## src/rtl/enigma_step_ctrl.sv

```systemverilog
// Enigma rotor sequencer: odometer/double-step advance, then seven passes through a shared wiring LUT.
// Latency: acceptance at edge k -> out_valid after edge k+8 (k+2 for an out-of-range letter).
// Backpressure: result held in DONE until out_ready; in_ready only in IDLE with no cfg_load pending.
module enigma_step_ctrl #(
  parameter int NOTCH0 = 16,
  parameter int NOTCH1 = 4
) (
  input  logic       clk,
  input  logic       rst,
  input  logic       in_valid,
  output logic       in_ready,
  input  logic [4:0] in_char,
  output logic       out_valid,
  input  logic       out_ready,
  output logic [4:0] out_char,
  output logic       out_err,
  input  logic       cfg_load,
  input  logic [4:0] cfg_pos0,
  input  logic [4:0] cfg_pos1,
  input  logic [4:0] cfg_pos2,
  output logic [4:0] pos0,
  output logic [4:0] pos1,
  output logic [4:0] pos2,
  output logic [1:0] lut_sel,
  output logic       lut_rev,
  output logic [4:0] lut_in,
  input  logic [4:0] lut_out,
  output logic       busy
);

  typedef enum logic [1:0] {IDLE, STEP, PASS, DONE} state_t;

  localparam logic [4:0] N0 = 5'(NOTCH0);
  localparam logic [4:0] N1 = 5'(NOTCH1);

  state_t     state, state_nxt;
  logic [2:0] p;
  logic [4:0] cur;

  // Values presented to the lookup unit during PASS, and their held copies outside it
  logic [1:0] pass_sel;
  logic       pass_rev;
  logic [4:0] pass_off;
  logic [4:0] lut_in_c;
  logic [4:0] cur_nxt;
  logic [1:0] lut_sel_q;
  logic       lut_rev_q;
  logic [4:0] lut_in_q;

  logic       cur_bad;
  logic       carry1;
  logic       carry2;

  // Single conditional subtract: every operand pair here sums to at most 51
  function automatic logic [4:0] wrap26(input logic [5:0] v);
    wrap26 = (v >= 6'd26) ? 5'(v - 6'd26) : v[4:0];
  endfunction

  function automatic logic [4:0] inc26(input logic [4:0] v);
    inc26 = (v == 5'd25) ? 5'd0 : v + 5'd1;
  endfunction

  assign in_ready = (state == IDLE) && !cfg_load;
  assign busy     = (state != IDLE);
  assign cur_bad  = (cur > 5'd25);
  // Notch tests look at pre-step positions; carry2 is the double-step condition
  assign carry2   = (pos1 == N1);
  assign carry1   = (pos0 == N0) || carry2;

  assign lut_sel  = (state == PASS) ? pass_sel : lut_sel_q;
  assign lut_rev  = (state == PASS) ? pass_rev : lut_rev_q;
  assign lut_in   = (state == PASS) ? lut_in_c : lut_in_q;

  // Pass decode: rotors 0,1,2 forward, reflector, then rotors 2,1,0 reverse; mod-26 offsetting
  always_comb begin
    pass_sel = 2'd0;
    pass_rev = 1'b0;
    pass_off = 5'd0;
    if (p <= 3'd2) begin
      pass_sel = p[1:0];
    end else if (p == 3'd3) begin
      pass_sel = 2'd3;
    end else begin
      pass_sel = 2'(3'd6 - p);
      pass_rev = 1'b1;
    end
    case (pass_sel)
      2'd0:    pass_off = pos0;
      2'd1:    pass_off = pos1;
      2'd2:    pass_off = pos2;
      default: pass_off = 5'd0;
    endcase
    lut_in_c = wrap26({1'b0, cur} + {1'b0, pass_off});
    cur_nxt  = wrap26({1'b0, lut_out} + 6'd26 - {1'b0, pass_off});
  end

  // State register
  always_ff @(posedge clk or posedge rst) begin
    if (rst) state <= IDLE;
    else     state <= state_nxt;
  end

  // Next-state selection
  always_comb begin
    state_nxt = state;
    case (state)
      IDLE: if (in_valid && in_ready) state_nxt = STEP;
      STEP: state_nxt = cur_bad ? DONE : PASS;
      PASS: if (p == 3'd6) state_nxt = DONE;
      DONE: if (out_valid && out_ready) state_nxt = IDLE;
      default: state_nxt = IDLE;
    endcase
  end

  // Datapath: positions, working letter, pass counter, result and LUT hold registers
  always_ff @(posedge clk or posedge rst) begin
    if (rst) begin
      pos0      <= 5'd0;
      pos1      <= 5'd0;
      pos2      <= 5'd0;
      cur       <= 5'd0;
      p         <= 3'd0;
      out_valid <= 1'b0;
      out_char  <= 5'd0;
      out_err   <= 1'b0;
      lut_sel_q <= 2'd0;
      lut_rev_q <= 1'b0;
      lut_in_q  <= 5'd0;
    end else begin
      case (state)
        IDLE: begin
          if (cfg_load) begin
            pos0 <= (cfg_pos0 > 5'd25) ? 5'd0 : cfg_pos0;
            pos1 <= (cfg_pos1 > 5'd25) ? 5'd0 : cfg_pos1;
            pos2 <= (cfg_pos2 > 5'd25) ? 5'd0 : cfg_pos2;
          end else if (in_valid) begin
            cur <= in_char;
            p   <= 3'd0;
          end
        end
        STEP: begin
          if (!cur_bad) begin
            pos0 <= inc26(pos0);
            if (carry1) pos1 <= inc26(pos1);
            if (carry2) pos2 <= inc26(pos2);
          end else begin
            // Illegal letter passes straight through, flagged; valid rises one cycle later in DONE
            out_char <= cur;
            out_err  <= 1'b1;
          end
        end
        PASS: begin
          cur       <= cur_nxt;
          p         <= p + 3'd1;
          lut_sel_q <= pass_sel;
          lut_rev_q <= pass_rev;
          lut_in_q  <= lut_in_c;
          if (p == 3'd6) begin
            out_char  <= cur_nxt;
            out_err   <= 1'b0;
            out_valid <= 1'b1;
          end
        end
        DONE: begin
          if (!out_valid)     out_valid <= 1'b1;
          else if (out_ready) out_valid <= 1'b0;
        end
        default: ;
      endcase
    end
  end

endmodule

```

## config.mk

```make
export PLATFORM = sky130hd
export DESIGN_NAME = enigma_step_ctrl
export DESIGN_NICKNAME = d
export VERILOG_FILES = /design/src/rtl/enigma_step_ctrl.sv
export SDC_FILE = /design/constraint.sdc
export NUM_CORES = 1
export LEC_CHECK = 0
export BUFFER_PORTS_ARGS = -buffer_cell sky130_fd_sc_hd__buf_2
export CORE_AREA = 4 4 78 80
export DETAILED_ROUTE_END_ITERATION = 10
export DIE_AREA = 0 0 82 84
export PLACE_DENSITY = 0.83
export SKIP_LAST_GASP = 1
export SLEW_MARGIN = 20
export SYNTH_ARGS = -nofsm -noshare
export SYNTH_HDL_FRONTEND = slang
export SYNTH_SLANG_ARGS = --single-unit
```

## constraint.sdc

```tcl
create_clock -name clk -period 6.2 [get_ports clk]
set_input_delay 1.24 -clock clk [delete_from_list [all_inputs] [get_ports clk]]
set_output_delay 1.24 -clock clk [all_outputs]
set_load 0.01 [all_outputs]
```

==> impl_results.md <==
* Reg-to-reg slack, setup at 1.79 ns
* Global Route met2 Usage at 0.383
* Cell area power density at 662 nW/um^2
* Layout Skew at 0.00630 ns
* CTS sink cnt at 40
* Cell Area, Placed at 3490 sq um
* Reg-to-reg endpoint: cur[2]$_DFFE_PP0P_
* Antenna diodes at 0
* Met1 usage at 0.318
* Routed Antenna Nets at 0
* Vias in the first global route at 2,940
* Post-CTS sizing at 0
* Setup TNS at 0 ns
* Area growth syn-to-layout at 14.0%
* Final count of pins violating max slew at 0
* RSZ-0062 raised after global routing: false
* Peak Freq at 182 MHz
* Die extent in x at 82 um
* Cts hold-fix bufs at 0
* Peak VDD IR at 450 uV
* Pleak at 1.78 nW
* Via density at 6.08
* Yosys warns at 0
* Die H at 84 um
* CTS tree: built
* Syn avg cell area at 8.46 sq um
* Clock transition at the registers of the reported paths at 0.08 ns
* Outcome: completed
* CP endpoint kind: output port
* Synthesized Nets at 433
* Root buf cell: clkbuf_8
* Critical hold path startpoint: out_err$_DFFE_PP0P_
* Worst Hold Depth at 1
* Std cell rows at 27
* #FFs+latches synth at 40
* DRC viols at 0
* Congestion Overflow GR at 0
* Most used routing layer: met2
* Synth Flop Type: dfrtp_1
* Placer Congestion at 0.969
* Mapped Area at 3130 sq um
* All-Layer GR Usage at 0.241
* Drt initial violations at 220
* Die ar. at 6890 sq um
* I/O Buffers at 61
* MaxCap Viol Count at 0
* Final period util at 0.887
* Top-area cell type share of the netlist area at 0.320
* Initial antenna violation count at 0
* CP startpoint kind: flip-flop
* Worst Max-Slew Pin Slew at 0.830 ns
* Setup CP Type: flip-flop to output port
* First-pass GRT wire length at 13,300 um
* Final Critical Period at 5.50 ns
* Met3 Use GR at 0.0410
* Post-synth EDFFs at 0
* Worst EP arrival at 4.26 ns
* Dominant cells by area after synthesis: dfrtp_1 (32%), ha_1 (12%), a21oi_1 (5.6%)
* Post-synth ARST share at 1.00
* Final Cell Area at 3570 sq um
* Min-Delay Path Class: flip-flop to flip-flop
* H-tree Lvls at 2
* Vias at 3,041
* Gate Count Post-Synth at 370
* Post-synth cell types at 59
* Final HPWL DP at 5900 um
* Worst Hold Endpoint: out_err$_DFFE_PP0P_
* Reg2reg path depth at 18
* Clock Path Buffers at 2
* Wirelength per Cell at 15.6 um
* Crit Path Max Fanout at 9
* Setup-failing EPs final at 0
* Core area at 5410 sq um
* Total Wirelength at 7780 um
* Initial Util at 0.579
* Final-stage net count at 491
* Num CTS Buffers at 5
* Latest clock arrival within the worst-skew pair at 0.29 ns
* Critical Path RT at 4.96 ns
* Post-CTS Setup Repair Bufs at 0
* Layout cells sized above 1 at 0.180
* Dominant cell type by area after synthesis: dfrtp_1
* Final Hold Fails at 0
* R2R Path Start: p[0]$_DFFE_PP0P_
* IO Pins at 62
* Sequential-to-total area share from yosys stat at 0.320
* Largest net degree at the start of global routing at 41
* DRT Pass-1 Iters at 6
* Slew HR at 0.447
[state kept, by name (all words and copies together) (netlist names)]
signal     cells
cur            5
lut_in_q       5
out_char       5
pos0           5
pos1           5
pos2           5
p              3
lut_sel_q      2
state          2
lut_rev_q      1
out_err        1
out_valid      1
[metrics by stage]
step / power (mW) / hold WS (ns) / util / instances / setup slack (ns)
detailed placement: 2.18 / 0.465 / 0.646 / 493 / 1.06
finish: 2.36 / 0.477 / 0.661 / 500 / 0.698
global placement: 2.12 / 0.461 / 0.646 / 493 / 1.20
CTS: 2.36 / 0.482 / 0.661 / 500 / 0.718
floorplan: 1.75 / 0.490 / - / 370 / 1.42
global route: 2.62 / 0.508 / 0.661 / 500 / 0.363
[power by group]
group	internal, mW	total [mW]	switching [mW]
Combinational	0.683	1.66	0.979
Sequential	0.380	0.532	0.152
Clock	0.0767	0.168	0.0915
[critical path: stages, from the launching register on]
cell	delay [ns]
dfrtp_1	0.50
inv_1	0.10
ha_1	0.36
o32a_4	0.44
nor2_1	0.23
a222oi_1	0.14
nor2_1	0.18
ha_1	0.20
inv_1	0.05
fa_1	0.40
inv_1	0.07
a21oi_1	0.11
maj3_1	0.35
nand3b_1	0.17
xor2_1	0.19
nand4b_1	0.13
a31oi_1	0.21
buf_2	0.16
[cells in the final DEF (no fill, tap or decap), drive strengths merged, types with 4 or more instances in the layout]
master / netlist / layout
a211oi: 4 / 4
a21o: 9 / 9
a21oi: 35 / 35
a222oi: 4 / 4
a22o: 5 / 5
a22oi: 4 / 4
and3: 6 / 6
buf: 1 / 62
clkbuf: 10 / 6
dfrtp: 40 / 40
ha: 31 / 31
inv: 38 / 38
nand2: 34 / 34
nand2b: 4 / 4
nand3: 12 / 12
nor2: 23 / 23
nor2b: 4 / 4
o2111ai: 5 / 5
o21ai: 33 / 33
xnor2: 6 / 6
[cells in the mapped netlist (all sizes together) (4+ instances only)]
master   count
nor2b        4
nand2       34
and3         6
a22o         5
a22oi        4
o2111ai      5
a21oi       35
xnor2        6
nor2        23
nand3       12
clkbuf      10
a21o         9
nand2b       4
dfrtp       40
o21ai       33
ha          31
inv         38
a211oi       4
a222oi       4
[per-layer routing]
layer / vias up / routed length [um]
met5: - / 0
met4: 0 / 225
met3: 15 / 493
met2: 97 / 3630
met1: 1462 / 3430
li1: 1467 / -
[how the worst max path moves through the flow]
stage                                start         to  slack, ns  cells after the start
after floorplan           p[0]$_DFFE_PP0P_  lut_in[4]       1.42                     16
after global placement    p[0]$_DFFE_PP0P_  lut_in[4]       1.20                     17
after detailed placement  p[0]$_DFFE_PP0P_  lut_in[4]       1.06                     17
after CTS                 p[0]$_DFFE_PP0P_  lut_in[4]       0.72                     17
after global routing      p[0]$_DFFE_PP0P_  lut_in[4]       0.36                     18
final                     p[0]$_DFFE_PP0P_  lut_in[4]       0.70                     17
[area by class of cell]
class	count	area [sq um]
clock inverter	1	5.00
inverter	38	143
tap	72	90.1
multi-input combinational	281	1950
clock buffer	6	72.6
fill	461	1830
timing repair buffer	62	313
sequential	40	1000
[kinds of logic after synthesis]
kind of cell | synth area share
xor gates and xnor gates | 0.0252
DFF | 0.320
muxes | 0.00360
adders and majority gates | 0.140
and+or+nand+nor | 0.165
buffers and inverters | 0.0587
AOI/OAI and AO/OA | 0.288
Power figures use the tool's default switching activity.
